File: config.mk
export PLATFORM = sky130hd
export DESIGN_NAME = datapath_sequencer_flat
export DESIGN_NICKNAME = d
export VERILOG_FILES = /design/src/rtl/datapath_sequencer_if.sv /design/src/rtl/datapath_sequencer.sv /design/src/flat_wrapper.sv
export SDC_FILE = /design/constraint.sdc
export NUM_CORES = 1
export LEC_CHECK = 0
export BUFFER_PORTS_ARGS = -buffer_cell sky130_fd_sc_hd__buf_2
export CORE_MARGIN = 2
export CORE_UTILIZATION = 45
export CTS_BUF_LIST = sky130_fd_sc_hd__clkbuf_8
export CTS_CLUSTER_DIAMETER = 60
export DETAILED_ROUTE_END_ITERATION = 12
export PLACE_DENSITY = 0.75
export SLEW_MARGIN = 20
export SYNTH_ARGS = -nofsm -noshare
export SYNTH_HDL_FRONTEND = slang
export SYNTH_SLANG_ARGS = --single-unit
File: constraint.sdc
create_clock -name clock -period 1.5 [get_ports clock]
set_input_delay 0.15 -clock clock [delete_from_list [all_inputs] [get_ports clock]]
set_output_delay 0.15 -clock clock [all_outputs]
set_load 0.02 [all_outputs]
File: src/rtl/datapath_sequencer_if.sv
// -----------------------------------------------------------------------------
// datapath_sequencer_if
//   Request/response channels between the instruction-issue logic and the
//   datapath sequencer.
//
//   Request  : in_valid / in_ready handshake carrying in_op, in_a, in_b.
//   Response : out_valid / out_ready handshake carrying out_result, out_flags.
//
//   modport master : the issuing side (drives requests, consumes responses).
//   modport slave  : the sequencer side.
// -----------------------------------------------------------------------------
interface datapath_sequencer_if #(
    parameter int DATA_W = 8,
    parameter int OP_W   = 8
);
    logic              in_valid;
    logic              in_ready;
    logic [OP_W-1:0]   in_op;
    logic [DATA_W-1:0] in_a;
    logic [DATA_W-1:0] in_b;

    logic              out_valid;
    logic              out_ready;
    logic [DATA_W-1:0] out_result;
    logic [DATA_W-1:0] out_flags;

    modport master (
        output in_valid, in_op, in_a, in_b, out_ready,
        input  in_ready, out_valid, out_result, out_flags
    );

    modport slave (
        input  in_valid, in_op, in_a, in_b, out_ready,
        output in_ready, out_valid, out_result, out_flags
    );
endinterface

File: src/rtl/datapath_sequencer.sv
// -----------------------------------------------------------------------------
// datapath_sequencer
//   Control-side counterpart of the 8-bit datapath. Accepts one operation per
//   request handshake, strobes the datapath register loads (A, then B, then C
//   with the ALU selector applied), captures result and flags, and returns them
//   on the response channel. The opcode is passed through undecoded.
//
//   Ports
//     clock, reset           : clock and asynchronous active-high reset
//     bus (slave modport)    : request / response channels
//     operando1, operando2   : operands to the datapath (latched a / b)
//     alu_op                 : ALU selector, latched op during EXEC/CAPTURE
//     reg_load_a/b/c         : datapath register write enables
//     dp_result, dp_flags    : datapath register C and ALU flags
//     busy                   : high whenever an operation is in progress
//
//   Optional build macro DATAPATH_SEQ_PERF_EN adds:
//     op_count     [15:0]    : completed responses, wrapping
//     stall_cycles [15:0]    : response cycles stalled by out_ready, saturating
// -----------------------------------------------------------------------------
module datapath_sequencer #(
    parameter int DATA_W = 8,
    parameter int OP_W   = 8
) (
    input  logic              clock,
    input  logic              reset,
    datapath_sequencer_if.slave bus,
    output logic [DATA_W-1:0] operando1,
    output logic [DATA_W-1:0] operando2,
    output logic [OP_W-1:0]   alu_op,
    output logic              reg_load_a,
    output logic              reg_load_b,
    output logic              reg_load_c,
    input  logic [DATA_W-1:0] dp_result,
    input  logic [DATA_W-1:0] dp_flags,
    output logic              busy
`ifdef DATAPATH_SEQ_PERF_EN
    ,
    output logic [15:0]       op_count,
    output logic [15:0]       stall_cycles
`endif
);

    typedef enum logic [2:0] {
        IDLE    = 3'd0,
        LOAD_A  = 3'd1,
        LOAD_B  = 3'd2,
        EXEC    = 3'd3,
        CAPTURE = 3'd4,
        RESP    = 3'd5
    } state_t;

    state_t            state_reg;
    logic [OP_W-1:0]   op_reg;
    logic [DATA_W-1:0] a_reg;
    logic [DATA_W-1:0] b_reg;
    logic [DATA_W-1:0] result_reg;
    logic [DATA_W-1:0] flags_reg;
    logic [OP_W-1:0]   alu_op_reg;
    logic              load_a_reg;
    logic              load_b_reg;
    logic              load_c_reg;
    logic              in_ready_reg;
    logic              out_valid_reg;
    logic              busy_reg;

    // Every output is a register that is set together with the state it
    // belongs to, so the outputs always agree with state_reg and no input
    // reaches an output combinationally.
    always_ff @(posedge clock or posedge reset) begin
        if (reset) begin
            state_reg     <= IDLE;
            op_reg        <= '0;
            a_reg         <= '0;
            b_reg         <= '0;
            result_reg    <= '0;
            flags_reg     <= '0;
            alu_op_reg    <= '0;
            load_a_reg    <= 1'b0;
            load_b_reg    <= 1'b0;
            load_c_reg    <= 1'b0;
            in_ready_reg  <= 1'b1;
            out_valid_reg <= 1'b0;
            busy_reg      <= 1'b0;
        end else begin
            // Strobes are single-cycle pulses; only the transition into their
            // own state raises them.
            load_a_reg <= 1'b0;
            load_b_reg <= 1'b0;
            load_c_reg <= 1'b0;
            unique case (state_reg)
                IDLE: begin
                    if (bus.in_valid) begin
                        op_reg       <= bus.in_op;
                        a_reg        <= bus.in_a;
                        b_reg        <= bus.in_b;
                        state_reg    <= LOAD_A;
                        load_a_reg   <= 1'b1;
                        in_ready_reg <= 1'b0;
                        busy_reg     <= 1'b1;
                    end
                end
                LOAD_A: begin
                    state_reg  <= LOAD_B;
                    load_b_reg <= 1'b1;
                end
                LOAD_B: begin
                    state_reg  <= EXEC;
                    load_c_reg <= 1'b1;
                    alu_op_reg <= op_reg;
                end
                EXEC: begin
                    // alu_op stays applied through CAPTURE so the
                    // combinational flags are stable when sampled.
                    state_reg <= CAPTURE;
                end
                CAPTURE: begin
                    result_reg    <= dp_result;
                    flags_reg     <= dp_flags;
                    alu_op_reg    <= '0;
                    out_valid_reg <= 1'b1;
                    state_reg     <= RESP;
                end
                RESP: begin
                    if (bus.out_ready) begin
                        out_valid_reg <= 1'b0;
                        busy_reg      <= 1'b0;
                        in_ready_reg  <= 1'b1;
                        state_reg     <= IDLE;
                    end
                end
                default: begin
                    alu_op_reg    <= '0;
                    out_valid_reg <= 1'b0;
                    busy_reg      <= 1'b0;
                    in_ready_reg  <= 1'b1;
                    state_reg     <= IDLE;
                end
            endcase
        end
    end

    assign bus.in_ready   = in_ready_reg;
    assign bus.out_valid  = out_valid_reg;
    assign bus.out_result = result_reg;
    assign bus.out_flags  = flags_reg;
    assign operando1      = a_reg;
    assign operando2      = b_reg;
    assign alu_op         = alu_op_reg;
    assign reg_load_a     = load_a_reg;
    assign reg_load_b     = load_b_reg;
    assign reg_load_c     = load_c_reg;
    assign busy           = busy_reg;

`ifdef DATAPATH_SEQ_PERF_EN
    logic [15:0] op_count_reg;
    logic [15:0] stall_cycles_reg;

    always_ff @(posedge clock or posedge reset) begin
        if (reset) begin
            op_count_reg     <= '0;
            stall_cycles_reg <= '0;
        end else if (state_reg == RESP) begin
            if (bus.out_ready) begin
                op_count_reg <= op_count_reg + 16'd1;
            end else if (stall_cycles_reg != 16'hFFFF) begin
                stall_cycles_reg <= stall_cycles_reg + 16'd1;
            end
        end
    end

    assign op_count     = op_count_reg;
    assign stall_cycles = stall_cycles_reg;
`endif

endmodule
File: src/flat_wrapper.sv
// flat-port wrapper written by rule: the top's interface ports become plain ports
module datapath_sequencer_flat 
#(
    parameter int DATA_W = 8,
    parameter int OP_W   = 8
)
  (clock, reset, operando1, operando2, alu_op, reg_load_a, reg_load_b, reg_load_c, dp_result, dp_flags, busy, bus_in_valid, bus_in_op, bus_in_a, bus_in_b, bus_out_ready, bus_in_ready, bus_out_valid, bus_out_result, bus_out_flags);
  datapath_sequencer_if #(.DATA_W(DATA_W), .OP_W(OP_W)) bus_i ();
  input  logic clock;
  input  logic reset;
  output logic [DATA_W-1:0] operando1;
  output logic [DATA_W-1:0] operando2;
  output logic [OP_W-1:0] alu_op;
  output logic reg_load_a;
  output logic reg_load_b;
  output logic reg_load_c;
  input  logic [DATA_W-1:0] dp_result;
  input  logic [DATA_W-1:0] dp_flags;
  output logic busy;
  input wire logic [$bits(bus_i.in_valid)-1:0] bus_in_valid;
  input wire logic [$bits(bus_i.in_op)-1:0] bus_in_op;
  input wire logic [$bits(bus_i.in_a)-1:0] bus_in_a;
  input wire logic [$bits(bus_i.in_b)-1:0] bus_in_b;
  input wire logic [$bits(bus_i.out_ready)-1:0] bus_out_ready;
  output wire logic [$bits(bus_i.in_ready)-1:0] bus_in_ready;
  output wire logic [$bits(bus_i.out_valid)-1:0] bus_out_valid;
  output wire logic [$bits(bus_i.out_result)-1:0] bus_out_result;
  output wire logic [$bits(bus_i.out_flags)-1:0] bus_out_flags;
  assign bus_i.in_valid = bus_in_valid;
  assign bus_i.in_op = bus_in_op;
  assign bus_i.in_a = bus_in_a;
  assign bus_i.in_b = bus_in_b;
  assign bus_i.out_ready = bus_out_ready;
  assign bus_in_ready = bus_i.in_ready;
  assign bus_out_valid = bus_i.out_valid;
  assign bus_out_result = bus_i.out_result;
  assign bus_out_flags = bus_i.out_flags;
  datapath_sequencer #(.DATA_W(DATA_W), .OP_W(OP_W)) u_core (.clock(clock), .reset(reset), .bus(bus_i), .operando1(operando1), .operando2(operando2), .alu_op(alu_op), .reg_load_a(reg_load_a), .reg_load_b(reg_load_b), .reg_load_c(reg_load_c), .dp_result(dp_result), .dp_flags(dp_flags), .busy(busy));
endmodule
==> key figures, run 1 <==
Yosys
  – Ranking of synthesized cells by area: dfrtp_1 62%, mux2_2 12%, mux2_4 11%
  – Area of the mapped netlist: 0.00225 mm^2
  – Post-synth top area share: between 60% and 70%
  – Yosys reg bits: 57
  – Async SR Flop Fraction: between 90% and 100%
  – Post-synthesis average cell area: between 15 and 20 um^2
  – Sequential fraction of the synthesis area: between 60% and 70%
  – Synth area leader: dfrtp_1
  – Yosys Warn Count: 0
  – Yosys cell types: 26
  – Post-Syn Instances: 140
  – EDFF count, synth: 0
  – Synth Flop Type: dfrtp_1
  – Post-synthesis net count: 184

Global routing
  – First-pass GRT wire length: approximately 6500 um
  – Vias in the first global route: approximately 1.4k
  – Largest net degree at the start of global routing: 58
  – Total GRT Usage: between 15 and 20%
  – Remaining Overflow, GRT: 0
  – Initial antenna violation count: 0

Run status
  – Status: complete, no violations

Detailed routing
  – Vias: 1505
  – Drt wl/cell: ~14 um
  – Max Used Layer: met4
  – Antenna viol nets, final: 0
  – Final wirelength: ~4400 um
  – Met3 WL: 397 um
  – Violation count after the first detailed-routing iteration: between 50 and 60
  – DR pass1 iterations: 4
  – Routed length on met2: 1960 um
  – DR vias/cell: around 4.8
  – M1 wire length: between 2000 and 2500 um
  – Post-route DRC: 0

Die
  – IO Count: 90
  – Die ar.: 0.00557 mm^2
  – Die Wd: ~75 um
  – Core area: between 0.004 and 0.005 mm^2
  – Std-Cell Rows: 25
  – Die Span Y: ~75 um
  – Starting Density: roughly 47%

Final layout
  – Share of layout cells above drive strength 1: 63.9%
  – Layout Nets: approximately 290
  – Finished Layout Cells: between 300 and 400
  – Area of the multi-input gates: about 750 um^2
  – Sequential standard cell area: between 0.001 and 0.0015 mm^2
  – Antenna cell count: 0
  – Number of fill cells: 396
  – Area delta synth->final: 37.0%

Min path
  – Hold path depth: 2
  – Worst hold path type: in2reg
  – HP Start: bus_in_op[3]
  – Hold path endpoint: u_core.op_reg[3]$_DFFE_PP0P_

STA
  – Final Skew: 0.00546 ns
  – Final hold slack: roughly 0.05 ns
  – Crit path time final: ~1.5 ns
  – RSZ-0062 raised after global routing: yes
  – Final setup TNS: 0 ns
  – Final hold vios: 0
  – Final setup margin: between 0.02 and 0.03 ns
  – Slew margin rel.: between 80% and 90%
  – Tcrit/Tclk final: a little over nine tenths
  – Slew @ Worst Pin: slightly below 0.3 ns
  – Final setup vio count: 0
  – Final Max Slew Viols: 0
  – Fmax: 0.678 GHz

Setup path
  – Worst setup path startpoint: u_core.state_reg[0]$_DFFE_PP0P_
  – Reg2Reg Depth: 3
  – Reg2reg setup slack: between 0.02 and 0.03 ns
  – Crit-path max FO: 27
  – Worst Path Arrival: between 1.5 and 2 ns
  – Setup CP Type: reg2reg
  – Reg2reg end: u_core.operando2[6]$_DFFE_PP0P_
  – Crit path largest cell delay: between 0.4 and 0.5 ns
  – Worst-path cell chain: nor4b_4 -> buf_12 -> mux2_2
  – R2R Path Start: u_core.state_reg[0]$_DFFE_PP0P_
  – CP Launch Type: flip-flop
  – Worst path required time: 1.71 ns
  – CP max stage cell: dfrtp_1
  – Worst Setup End Kind: flip-flop

Flow run
  – Max Cap Viol: 0

Power
  – Worst-case vdd ir drop: approximately 0.0012 V
  – PwrDens: approximately 2400 mW/mm^2
  – Leak: approximately 1.5 nW

Placement
  – # port buffers: a little under 90
  – RD Place Congestion: slightly above 0.7
  – DP Wirelength: about 3100 um
  – Pre-CTS WS: between 0.01 and 0.015 ns
  – Dpl cells: 299

Clocking
  – CTS tree: done
  – Clock latency on the worst-skew pair: around 0.32 ns
  – # clock sinks: 57
  – H-tree Lvls: 3
  – Num CTS Buffers: 9
  – Post-CTS setup buffer count: 0
  – Clock tree root driver cell: clkbuf_8
  – CTS Buffer Depth: 2
  – Reg clk slew, reported paths: 0.06 ns
==> cell type report <==
class | count | share of cell area, %
flip-flops and latches | 57 | 46.4
multi-input cells | 72 | 24.4
repair buffers | 99 | 17.9
clock buffers | 10 | 4.47
clock inverters | 6 | 3.41
well taps | 67 | 2.72
inverters | 5 | 0.731
==> cell usage after synthesis, types with 2 or more instances <==
| cell | n |
|---|---|
| nor2_1 | 2 |
| dfrtp_1 | 56 |
| buf_6 | 4 |
| inv_1 | 5 |
| a211oi_1 | 2 |
| mux2_4 | 17 |
| mux2_2 | 23 |
| a22o_1 | 9 |
| o21ai_0 | 2 |
| nand2_1 | 4 |
==> stage by stage <==
step	instance area (um^2)	total power, mW	utilization (%)
2_1_floorplan	2250	4.83	-
3_3_place_gp	2820	5.72	59.2
3_5_place_dp	2820	5.82	59.2
4_1_cts	3070	7.59	64.6
5_1_grt	3080	7.93	64.8
6_report	3080	7.50	64.8
==> logic make-up (layout without fill, tap and decap cells) <==
group | Yosys count | in the layout | share of synthesized area (%)
AOI/OAI and AO/OA | 17 | 17 | 5.85
buffers and inverters | 11 | 120 | 3.34
DFF | 57 | 57 | 63.5
muxes | 40 | 40 | 22.9
and+or+nand+nor | 15 | 15 | 4.40
==> critical path: cells and delay by family, from the launching register on <==
family | cells | cell delay [ns]
muxes | 1 | 0.36
DFF | 1 | 0.41
buffers and inverters | 1 | 0.26
and+or+nand+nor | 1 | 0.33
==> worst max-delay path by stage <==
stage	end	slack, ns	cells after the start
after floorplan	u_core.operando1[0]$_DFFE_PP0P_	-0.15	4
after global placement	u_core.bus.out_flags[6]$_DFFE_PP0P_	0.04	4
after detailed placement	u_core.bus.out_result[4]$_DFFE_PP0P_	0.01	4
after CTS	u_core.bus.out_result[3]$_DFFE_PP0P_	0.01	4
after global routing	u_core.operando2[6]$_DFFE_PP0P_	-0.002	3
final	u_core.operando2[6]$_DFFE_PP0P_	0.03	3
==> power breakdown <==
| group | internal, mW | switching (mW) |
|---|---|---|
| registers | 2.28 | 0.385 |
| logic | 1.49 | 1.63 |
| clock network | 1.14 | 0.578 |
| total | 4.91 | 2.59 |
==> cell usage in the layout (no fill, tap or decap), types with 3 or more instances in the layout <==
cell / count
bufinv_16: 3
nand2_1: 4
mux2_2: 23
a22o_1: 9
dfrtp_1: 56
buf_2: 89
mux2_4: 17
inv_1: 4
clkbuf_8: 10
buf_4: 6
clkinv_2: 3
==> repair_timing <==
item | 4_1_cts | 5_1_grt
setup endpoints to repair | 1 | 17
hold endpoints to repair | 56 | 0
cloned | 0 | 0
hold buffers | 1 | 0
resized for setup | 1 | 1
==> routing by layer <==
metal | track usage, % | vias to the layer above
li1 | - | 707
met1 | 21.0 | 723
met2 | 24.2 | 69
met3 | 6.96 | 6
met4 | 7.14 | 0
met5 | 0 | -
Power figures use the tool's default switching activity.
==> run 2, diff against run 1 <==
Settings changed: REMOVE_ABC_BUFFERS set to 1.
==> run 2 against run 1 <==
Against the previous run:
- maximum frequency shrank 0.98%
- largest power group unchanged
- clock-buffer cell count grew 1
- via count grew 2.1%
- global-route usage grew 0.70 points
- clock skew shrank 0.0022 ns
- sequential share of layout area shrank 1.2 points
==> key figures, run 2 (synthesized netlist as in run 1, its figures left out) <==
Run status
  – Status: complete, no violations (unchanged)

Clocking
  – CTS tree: done (unchanged)
  – Clock tree root driver cell: clkbuf_8 (unchanged)
  – Clock latency on the worst-skew pair: 0.32 ns (about the same)
  – # clock sinks: 57 (unchanged)
  – CTS Buffer Depth: 2 (unchanged)
  – Num CTS Buffers: 9 (unchanged)
  – Reg clk slew, reported paths: 0.06 ns (about the same)
  – H-tree Lvls: 3 (unchanged)

STA
  – Crit path time final: 1.49 ns (was 1.47 ns)
  – Final setup vio count: 0 (unchanged)
  – Final Max Slew Viols: 0 (unchanged)
  – RSZ-0062 raised after global routing: yes (unchanged)
  – Slew @ Worst Pin: 0.334 ns (was 0.294 ns)
  – Tcrit/Tclk final: 99.2% (was 98.3%)
  – Slew margin rel.: 77.7% (was 80.4%)
  – Final setup TNS: 0 ns (unchanged)
  – Final setup margin: 0.0114 ns (was 0.0259 ns)
  – Final Skew: 0.00326 ns (was 0.00546 ns)
  – Fmax: 0.672 GHz (was 0.678 GHz)
  – Final hold vios: 0 (unchanged)

Final layout
  – Area of the multi-input gates: 769 um^2 (was 751 um^2)
  – Most common cell after layout, fill and taps aside: buf_2 (unchanged)
  – Most frequent cells in the layout: 89 x buf_2, 54 x dfrtp_1, 22 x mux2_4, 18 x mux2_2, 11 x clkbuf_8 (was 89 x buf_2, 56 x dfrtp_1, 23 x mux2_2, 17 x mux2_4, 10 x clkbuf_8)
  – Finished Layout Cells: 321 (was 316)
  – Design area: 0.00317 mm^2 (was 0.00308 mm^2)
  – Number of fill cells: 383 (was 396)
  – Final core utilization: 66.6% (was 64.8%)
  – Layout Nets: 294 (was 288)
  – Share of layout cells above drive strength 1: 65.4% (was 63.9%)
  – Antenna cell count: 0 (unchanged)
  – Sequential standard cell area: 0.00143 mm^2 (about the same)
  – Area delta synth->final: 40.9% (was 37.0%)

Power
  – Internal power: 4.83 mW (was 4.91 mW)
  – Clock power share: 18.7% (was 22.9%)
  – Leak: 1.60 nW (was 1.55 nW)
  – NetSw: 2.61 mW (was 2.59 mW)
  – Net Sw Frac: 35.1% (was 34.5%)
  – PwrDens: 2350 mW/mm^2 (was 2440 mW/mm^2)
  – Comb pwr share: 45.2% (was 41.6%)
  – Worst-case vdd ir drop: 0.00126 V (was 0.00115 V)
  – Seq pwr share: 36.1% (was 35.5%)

Setup path
  – Crit-path max FO: 5 (was 27)
  – Buf/Inv on CP: 2 (was 1)
  – CP max stage cell: dfrtp_2 (was dfrtp_1)
  – Worst Setup End Kind: flip-flop (unchanged)
  – Worst path required time: 1.71 ns (about the same)
  – Worst-path cell chain: nor4b_4 -> buf_4 -> clkbuf_16 -> mux2_4 (was nor4b_4 -> buf_12 -> mux2_2)
  – Worst Path Arrival: 1.69 ns (was 1.68 ns)
  – Top delay family on crit path: flip-flops (unchanged)
  – CP Launch Type: flip-flop (unchanged)
  – Crit path largest cell delay: 0.44 ns (was 0.41 ns)
  – Setup CP Type: reg2reg (unchanged)

Placement
  – # port buffers: 89 (unchanged)
  – Placement Cell Area: 0.00283 mm^2 (was 0.00282 mm^2)
  – Pre-CTS WS: -0.0118 ns (was 0.0134 ns)
  – RD Place Congestion: 0.712 (was 0.716)
  – DP Wirelength: 3050 um (was 3110 um)
  – Dpl cells: 300 (was 299)

Die
  – Starting Density: 47.3% (unchanged)
  – Die Span Y: 74.7 um (unchanged)
  – Die ar.: 0.00557 mm^2 (unchanged)
  – Core area: 0.00475 mm^2 (unchanged)
  – Die Wd: 74.7 um (unchanged)
  – IO Count: 90 (unchanged)
  – Std-Cell Rows: 25 (unchanged)

Detailed routing
  – DR vias/cell: 4.79 (was 4.76)
  – DR pass1 iterations: 4 (unchanged)
  – Drt wl/cell: 13.9 um (about the same)
  – Violation count after the first detailed-routing iteration: 21 (was 55)
  – Vias: 1536 (was 1505)
  – Antenna viol nets, final: 0 (unchanged)
  – Final wirelength: 4450 um (was 4410 um)
  – Post-route DRC: 0 (unchanged)

Global routing
  – Initial antenna violation count: 0 (unchanged)
  – Largest net degree at the start of global routing: 34 (was 58)
  – Remaining Overflow, GRT: 0 (unchanged)
  – First-pass GRT wire length: 6870 um (was 6530 um)
  – Vias in the first global route: 1481 (was 1421)
  – Total GRT Usage: 17.0% (was 16.3%)

Flow run
  – Max Cap Viol: 0 (unchanged)

Min path
  – Worst hold path type: in2reg (unchanged)
==> run 2: final cells by class <==
cell class / instances / area share [%]
inverter: 5 / 0.593
multi-input combinational: 72 / 24.3
clock inverter: 4 / 1.38
timing repair buffer: 105 / 21.1
clock buffer: 11 / 4.78
sequential: 57 / 45.2
tap: 67 / 2.65
==> run 2: per-stage QoR <==
stage	total power [mW]	hold slack [ns]
final	7.44	0.0563
after global routing	7.90	0.0420
after CTS	7.38	0.0381
after detailed placement	5.82	0.0974
after global placement	5.75	0.0951
after floorplan	4.74	0.298
==> run 2: final timing paths <==
check                                                       endpoint  cells past startpoint                             from  slack (ns)
worst max-delay path                 u_core.operando1[0]$_DFFE_PP0P_                      4  u_core.state_reg[2]$_DFFE_PP0P_        0.01
worst min-delay path                 u_core.operando2[7]$_DFFE_PP0P_                      2                      bus_in_b[7]        0.06
worst max register to register       u_core.operando1[0]$_DFFE_PP0P_                      4  u_core.state_reg[2]$_DFFE_PP0P_        0.01
worst min register to register          u_core.alu_op[3]$_DFFE_PP0N_                      1     u_core.alu_op[3]$_DFFE_PP0N_        0.50
max in group asynchronous            u_core.bus.in_ready$_DFFE_PP1P_                      4                            reset        0.69
min in group asynchronous       u_core.bus.out_result[7]$_DFFE_PP0P_                      3                            reset        0.30
==> run 2: layer usage <==
metal,GRT usage (%),wire length (um),share of wire (%)
met3,5.76,420,9.4
met4,8.93,82,1.8
met5,0,0,0
met1,22.4,2020,45
met2,25.1,1930,43
==> run 2: power by group through the flow <==
stage	Sequential [mW]	Combinational, mW	Clock (mW)
after floorplan	3.43	1.31	0
after global placement	2.67	3.08	0
after detailed placement	2.67	3.15	0
after CTS	2.67	3.26	1.44
after global routing	2.78	3.60	1.52
final	2.68	3.37	1.39
==> run 2: repair_timing <==
item,CTS,global route
hold buffers,1,0
gates resized for setup,1,9
hold endpoints to repair,9,0
pin swaps,0,2
gates cloned,1,2
endpoints found under the setup margin,6,40
buffers inserted,2,0
